### src/rtl/result_serializer.sv
// Buffers packed multi-lane accelerator sums in a circular FIFO and streams them out
// one lane word at a time over a valid/ready handshake, lowest lane first.
module result_serializer #(
    parameter int unsigned BIT_LENGTH = 8,
    parameter int unsigned PORT_COUNT = 3,
    parameter int unsigned DEPTH      = 4
) (
    input  logic                               Clk,
    input  logic                               Rst,
    input  logic [2*PORT_COUNT*BIT_LENGTH-1:0] sumIn,
    input  logic                               sumValid,
    output logic [2*BIT_LENGTH-1:0]            dataOut,
    output logic                               dataValid,
    input  logic                               dataReady,
    output logic                               lastWord,
    input  logic                               clrOverflow,
    output logic                               overflow,
    output logic                               FULL,
    output logic                               EMPTY,
    output logic [$clog2(DEPTH+1)-1:0]         count
);

    localparam int unsigned WW = 2 * BIT_LENGTH;
    localparam int unsigned SW = WW * PORT_COUNT;
    localparam int unsigned AW = $clog2(DEPTH);
    localparam int unsigned CW = $clog2(DEPTH + 1);
    localparam int unsigned LW = (PORT_COUNT > 1) ? $clog2(PORT_COUNT) : 1;

    localparam logic [CW-1:0] DepthC   = CW'(DEPTH);
    localparam logic [LW-1:0] LastLane = LW'(PORT_COUNT - 1);

    typedef enum logic {StIdle, StSend} state_e;

    state_e          state_q, state_d;
    logic [AW-1:0]   wr_ptr_q, wr_ptr_d;
    logic [AW-1:0]   rd_ptr_q, rd_ptr_d;
    logic [CW-1:0]   count_q, count_d;
    logic            full_q, full_d;
    logic            empty_q, empty_d;
    logic            ovf_q, ovf_d;
    logic [SW-1:0]   shreg_q, shreg_d;
    logic [LW-1:0]   lane_q, lane_d;
    logic            valid_q, valid_d;
    logic            last_q, last_d;
    logic [SW-1:0]   mem_q [DEPTH];

    logic pop, push, drop, hs;

    always_comb begin
        state_d  = state_q;
        shreg_d  = shreg_q;
        lane_d   = lane_q;
        valid_d  = valid_q;
        last_d   = last_q;
        pop      = 1'b0;
        hs       = valid_q && dataReady;

        unique case (state_q)
            StIdle: begin
                if (count_q != '0) begin
                    pop     = 1'b1;
                    shreg_d = mem_q[rd_ptr_q];
                    lane_d  = '0;
                    valid_d = 1'b1;
                    last_d  = (PORT_COUNT == 1);
                    state_d = StSend;
                end
            end
            StSend: begin
                if (hs) begin
                    if (lane_q != LastLane) begin
                        lane_d  = lane_q + LW'(1);
                        shreg_d = shreg_q >> WW;
                        last_d  = (lane_d == LastLane);
                    end else if (count_q != '0) begin
                        // Reload straight from the FIFO so back-to-back results have no bubble.
                        pop     = 1'b1;
                        shreg_d = mem_q[rd_ptr_q];
                        lane_d  = '0;
                        last_d  = (PORT_COUNT == 1);
                    end else begin
                        state_d = StIdle;
                        valid_d = 1'b0;
                        last_d  = 1'b0;
                        shreg_d = '0;
                        lane_d  = '0;
                    end
                end
            end
            default: state_d = StIdle;
        endcase

        push = sumValid && ((count_q != DepthC) || pop);
        drop = sumValid && !push;

        wr_ptr_d = push ? wr_ptr_q + AW'(1) : wr_ptr_q;
        rd_ptr_d = pop  ? rd_ptr_q + AW'(1) : rd_ptr_q;

        case ({push, pop})
            2'b10:   count_d = count_q + CW'(1);
            2'b01:   count_d = count_q - CW'(1);
            default: count_d = count_q;
        endcase

        full_d  = (count_d == DepthC);
        empty_d = (count_d == '0);

        ovf_d = ovf_q;
        if (clrOverflow) ovf_d = 1'b0;
        if (drop)        ovf_d = 1'b1;
    end

    always_ff @(posedge Clk or posedge Rst) begin
        if (Rst) begin
            state_q  <= StIdle;
            wr_ptr_q <= '0;
            rd_ptr_q <= '0;
            count_q  <= '0;
            full_q   <= 1'b0;
            empty_q  <= 1'b1;
            ovf_q    <= 1'b0;
            shreg_q  <= '0;
            lane_q   <= '0;
            valid_q  <= 1'b0;
            last_q   <= 1'b0;
        end else begin
            state_q  <= state_d;
            wr_ptr_q <= wr_ptr_d;
            rd_ptr_q <= rd_ptr_d;
            count_q  <= count_d;
            full_q   <= full_d;
            empty_q  <= empty_d;
            ovf_q    <= ovf_d;
            shreg_q  <= shreg_d;
            lane_q   <= lane_d;
            valid_q  <= valid_d;
            last_q   <= last_d;
        end
    end

    always_ff @(posedge Clk) begin
        if (push) mem_q[wr_ptr_q] <= sumIn;
    end

    // Shift register is cleared on leaving SEND, so its low lane reads 0 when idle.
    assign dataOut   = shreg_q[WW-1:0];
    assign dataValid = valid_q;
    assign lastWord  = last_q;
    assign overflow  = ovf_q;
    assign FULL      = full_q;
    assign EMPTY     = empty_q;
    assign count     = count_q;

endmodule

### config.mk
export PLATFORM = sky130hd
export DESIGN_NAME = result_serializer
export DESIGN_NICKNAME = d
export VERILOG_FILES = /design/src/rtl/result_serializer.sv
export SDC_FILE = /design/constraint.sdc
export NUM_CORES = 1
export LEC_CHECK = 0
export CORE_ASPECT_RATIO = 1.75
export CORE_MARGIN = 4
export CORE_UTILIZATION = 55
export CTS_CLUSTER_DIAMETER = 120
export DETAILED_ROUTE_END_ITERATION = 6
export MAX_ROUTING_LAYER = met4
export PLACE_DENSITY = 0.83
export REMOVE_ABC_BUFFERS = 1
export SYNTH_ARGS = -nofsm -noshare
export SYNTH_HDL_FRONTEND = slang
export SYNTH_SLANG_ARGS = --single-unit
### constraint.sdc
create_clock -name Clk -period 2.98 [get_ports Clk]
set_input_delay 0.596 -clock Clk [delete_from_list [all_inputs] [get_ports Clk]]
set_output_delay 0.596 -clock Clk [all_outputs]
set_load 0.1 [all_outputs]
-- Yosys cells after proc, flatten, opt, wreduce, memory -nomap -nowiden
Memories as Yosys holds them, arrays and structs flattened.
Index checks and enable logic that the tools add are counted.
- $add $sub $neg: 5
- reductions and logical operators: 10
- mux-type cells: 30
- equal/unequal tests: 10
- bitwise gates (word level): 1
- operators with widths (operator ; number):
    two-way mux 48 bit ; 4
    one-hot mux 48 bit (2 select lines) ; 1
    two-way mux 1 bit ; 16
    inequality test 2 bit (second input constant) ; 4
    one-hot mux 1 bit (2 select lines) ; 4
    adder 2 x 1 -> 2 bit (second input constant) ; 3
    two-way mux 2 bit ; 3
    one-hot mux 3 bit (2 select lines) ; 1
    equality test 2 bit (second input constant) ; 2
    one-hot mux 2 bit (2 select lines) ; 1
    AND reduction 4 bit ; 1
    adder 3 x 1 -> 3 bit (second input constant) ; 1
    equality test 3 bit (second input constant) ; 1
    logical AND 1 bit ; 3
    zero test 3 bit ; 1
    inequality test 3 bit (second input constant) ; 1
    nonzero test 3 bit ; 1
    subtractor 3 x 1 -> 3 bit (second input constant) ; 1
    equality test 2 x 1 -> 1 bit (second input constant) ; 1
    inequality test 2 x 1 -> 1 bit (second input constant) ; 1
    AND reduction 2 bit ; 1
    nonzero test 2 bit ; 1
    zero test 1 bit ; 1
    logical OR 1 bit ; 1
    NOT 1 bit ; 1
- register bits after elaboration: 63
- output and inout port bits: 24
- RAM bits: 192
- bits of input ports: 53
- memories kept: 1
- word-level logic and storage cells: 68
- memory list (name ; words ; width ; rd ports ; clocked after memory_dff ; write ports ; RTL line ; text):
    mem_q ; 4 ; 48 ; 1 ; 0 ; 1 ; 45 ; logic [SW-1:0] mem_q [DEPTH];

-- Longest topological paths before layout
- depth after elaboration: 10
- mapped depth: 9

-- Least setup slack after synthesis
No wires, ideal clock.
- path kind: reg2reg
- from: reg count_q[0], in the netlist count[0]
- to: mem mem_q[0][0] (netlist bit), enable pin
- setup slack: -0.331 ns
- data arrival time: 2.901 ns
- buffers on the path: 1
- stages on the path, launching flop included: 5
- library setup time: 0.410 ns
- cells stage by stage: dfrtp_1 > buf_2 > nor2_1 > a31oi_2 > and2_1
- longest elaborated chain between the ends: 9
- elaborated cells between the ends (all ways): 10
- ends and longest elaborated chain (element ; RTL line ; text):
    start: declaration ; 37 ; logic [CW-1:0] count_q, count_d;
    start signal: assignment ; 130 ; count_q <= count_d;
    nonzero test 3 bit ; 60, 75 ;
    two-way mux 1 bit ; 60, 75 ;
    two-way mux 1 bit ; 71 ; if (lane_q != LastLane) begin
    two-way mux 1 bit ; 70 ; if (hs) begin
    one-hot mux 1 bit (2 select lines) ; 58 ; unique case (state_q)
    logical OR 1 bit (*) ; 93 ; push = sumValid && ((count_q != DepthC) || pop);
    logical AND 1 bit (*) ; 93 ;
    two-way mux 1 bit (*) ; 142 ; if (push) mem_q[wr_ptr_q] <= sumIn;
    two-way mux 1 bit (not written as such) (*) ; 142 ;
    end: declaration ; 45 ;
Every way passes the cells marked *; elsewhere a longest branch is shown, timed or not.

-- Worst setup path after layout
- from: reg count_q[2], in the netlist count[2]
- to: reg full_q, in the netlist FULL
- longest elaborated chain between the ends: 10
- elaborated cells between the ends (all ways): 14
- ends and longest elaborated chain (element ; RTL line ; text):
    nonzero test 3 bit ; 60, 75 ;
    two-way mux 1 bit ; 60, 75 ;
    two-way mux 1 bit ; 71 ;
    two-way mux 1 bit ; 70 ;
    one-hot mux 1 bit (2 select lines) ; 58 ;
    logical OR 1 bit ; 93 ;
    logical AND 1 bit ; 93 ;
    equality test 2 x 1 -> 1 bit or equality test 2 bit (tied branches) ; 99 ; case ({push, pop})
    one-hot mux 3 bit (2 select lines) (*) ; 99 ;
    equality test 3 bit (*) ; 105 ; full_d = (count_d == DepthC);
    named net full_d ; 38 ; logic full_q, full_d;
    end signal: assignment ; 131 ; full_q <= full_d;
    end: declaration ; 38 ;
The timed path passes the listed nets; every way through them passes the cells marked *.
A chain may end at the register's enable or synchronous reset.

==> run metrics <==
status complete, no violations; initial antenna violation count 0; Overflow after GRT 0; worst reg2reg path depth 7; ant diodes 0; placed wire-length estimate 12400 um; Pwr Total about 13 mW; FP Rows 65; CTS Root Buffer Type clkbuf_16; GR Util All Layers between 20% and 30%; Sw Share 36.3%; Reg power frac between 40 and 50%; Clock power frac 22.7%; power per cell area approximately 1100 nW/um^2; Die H around 190 um; CTS tree done; nets about 680; fraction of registers with async set or reset after synthesis ~24%; Iter 0 DRT Violations between 400 and 500; maximum VDD drop ~0.94 mV; clock sink total between 200 and 300; hold buffers post-CTS 0; Lkg Pwr 4.21 nW; f_max 0.395 GHz; initial core utilization 55.7%; # port buffers between 70 and 80; fin. max-slew vios 0; CTS-repair resized insts 0; Syn Inst Count 543; Min-Delay Path Class input port to async pin; via/cell ratio between 6 and 7; largest net degree at the start of global routing 32; crit path time final between 2000 and 3000 ps; Internal 8.19 mW; top post-synthesis cells by area edfxtp_1, dfrtp_1, mux4_2; first-pass GRT wire length 32000 um; vias in the first global route between 5k and 6k; ys flop type edfxtp_1; iteration count of the initial detailed-routing pass 5; worst-path fanout max 13; vias about 5.2k; Area Overhead vs Synth 18.0%; combinational share of power roughly a third; Post-Route WL 20100 um; H-tree depth 1; routability congestion estimate just under 0.8; Max-Slew Margin vs Limit about two fifths; worst hold slack about 500 ps; flop2flop setup slack about 450 ps; DRC viols 0; syn_area_per_cell 18.4 um^2; gr busiest metal met2; RSZ-0062 raised after global routing false; max-cap viol count 0; required time of the critical path between 3000 and 4000 ps; critical path class flop to flop; die width approximately 110 um; synth cell count leaders edfxtp_1, nor2_1, dfrtp_1; Synth cell types ~50; Die ar. 20500 um^2; CTS clock-pin slew for the worst setup and hold paths 70 ps; CP arrival around 3000 ps; most common cell in the netlist edfxtp_1; Worst Max-Slew Pin Slew between 900 and 1000 ps; period utilization a little under nine tenths; #FFs+latches synth ~250; clk_lat worst skew 510 ps; Yosys top cell area share a little under 60%; reg2reg start count[2]; Num CTS Buffers 22; Yosys warnings 0; routing usage on met3 under 10%; Startpoint Class flop; Switching Power approximately 4.7 mW; met1 Resource Use GR around a quarter; CTS Buffer Depth 3; reg-to-reg endpoint FULL; Post-CTS Setup Repair Bufs 0; crit end category flop; most area-hungry cell type in the Yosys netlist edfxtp_1; Final Hold Vio Count 0; IO Count 77; Max Clock Skew between 15 and 20 ps; WL/cell around 23 um; # fillers 1139; layout cells sized above 1 24.4%; Final ANT Viol Nets 0; Core Area 18000 um^2; register area share after synthesis approximately 73%; Post-synth EDFFs 192; met2 Use GR 36.3%; Synth Cell Area 10000 um^2; setup violators final 0
==> state kept, by name (all words and copies together), names as in the netlist <==
signal	flops
count	3
shreg_q	48
overflow	1
lane_q	2
EMPTY	1
wr_ptr_q	2
rd_ptr_q	2
dataValid	1
mem_q	192
FULL	1
state_q	1
==> layer usage <==
layer	vias up	routed length, um
met5	-	0
met4	0	650
met2	198	11200
li1	2289	-
met1	2688	7250
met3	55	994
==> critical path, cell delays in order, from the launching register on <==
cell	delay, ps
dfrtp_1	570
nor3_4	500
or3_1	200
fa_1	320
inv_1	80
a211o_1	310
o31a_1	270
o211ai_1	190
==> layout make-up <==
class | instances | area (um^2) | area share (%)
Clock buffer | 28 | 604 | 5.12
Inverter | 8 | 30.0 | 0.254
Sequential cell | 254 | 7320 | 62.0
Timing Repair Buffer | 100 | 1020 | 8.62
Clock inverter | 12 | 143 | 1.21
Multi-Input combinational cell | 232 | 2400 | 20.3
Tap cell | 234 | 293 | 2.48
==> per-stage QoR <==
| stage | setup TNS (ps) | cell area [um^2] | cells | utilization (%) | setup slack [ps] |
|---|---|---|---|---|---|
| 2_1_floorplan | -134110 | 9720 | 494 | - | -689 |
| 3_3_place_gp | 0 | 11100 | 828 | 61.6 | 42.2 |
| 3_5_place_dp | -35.4 | 11100 | 828 | 61.6 | -26.3 |
| 4_1_cts | 0 | 11800 | 868 | 65.7 | 496 |
| 5_1_grt | 0 | 11800 | 868 | 65.7 | 327 |
| 6_report | 0 | 11800 | 868 | 65.7 | 445 |
==> worst max-delay path by stage <==
stage          startpoint          end  slack, ps  cells after the start
4_1_cts         dataReady        EMPTY        500                      8
3_5_place_dp    dataReady        EMPTY        -30                      8
3_3_place_gp    dataReady         FULL         40                      9
6_report         count[2]         FULL        450                      7
5_1_grt          count[2]         FULL        330                      7
2_1_floorplan   dataValid  mem_q[0][0]       -690                      4
==> kinds of logic after synthesis <==
logic type	share of synthesized area (%)
AOI/OAI and AO/OA	7.14
DFF	73.1
and+or+nand+nor	4.19
xor gates and xnor gates	0.438
buffers and inverters	3.16
muxes	11.3
adders and majority gates	0.700
==> power by group through the flow <==
stage	clock, mW	sequential [mW]	combinational [mW]
floorplan	0	6.56	2.04
global placement	0	5.40	4.40
detailed placement	0	5.48	4.51
CTS	2.96	5.43	4.56
global route	3.11	5.52	4.81
finish	2.91	5.42	4.52
==> cell usage in the layout, fill, tap and decap left out, types with 15 or more instances in the layout <==
master / n
edfxtp_1: 192
nor2_1: 72
dfrtp_1: 59
clkdlybuf4s50_1: 52
mux4_2: 42
buf_4: 37
clkbuf_16: 23
a22o_1: 17
a221oi_1: 16
a221oi_2: 15
Note: power is estimated with default switching activity, not from simulation.
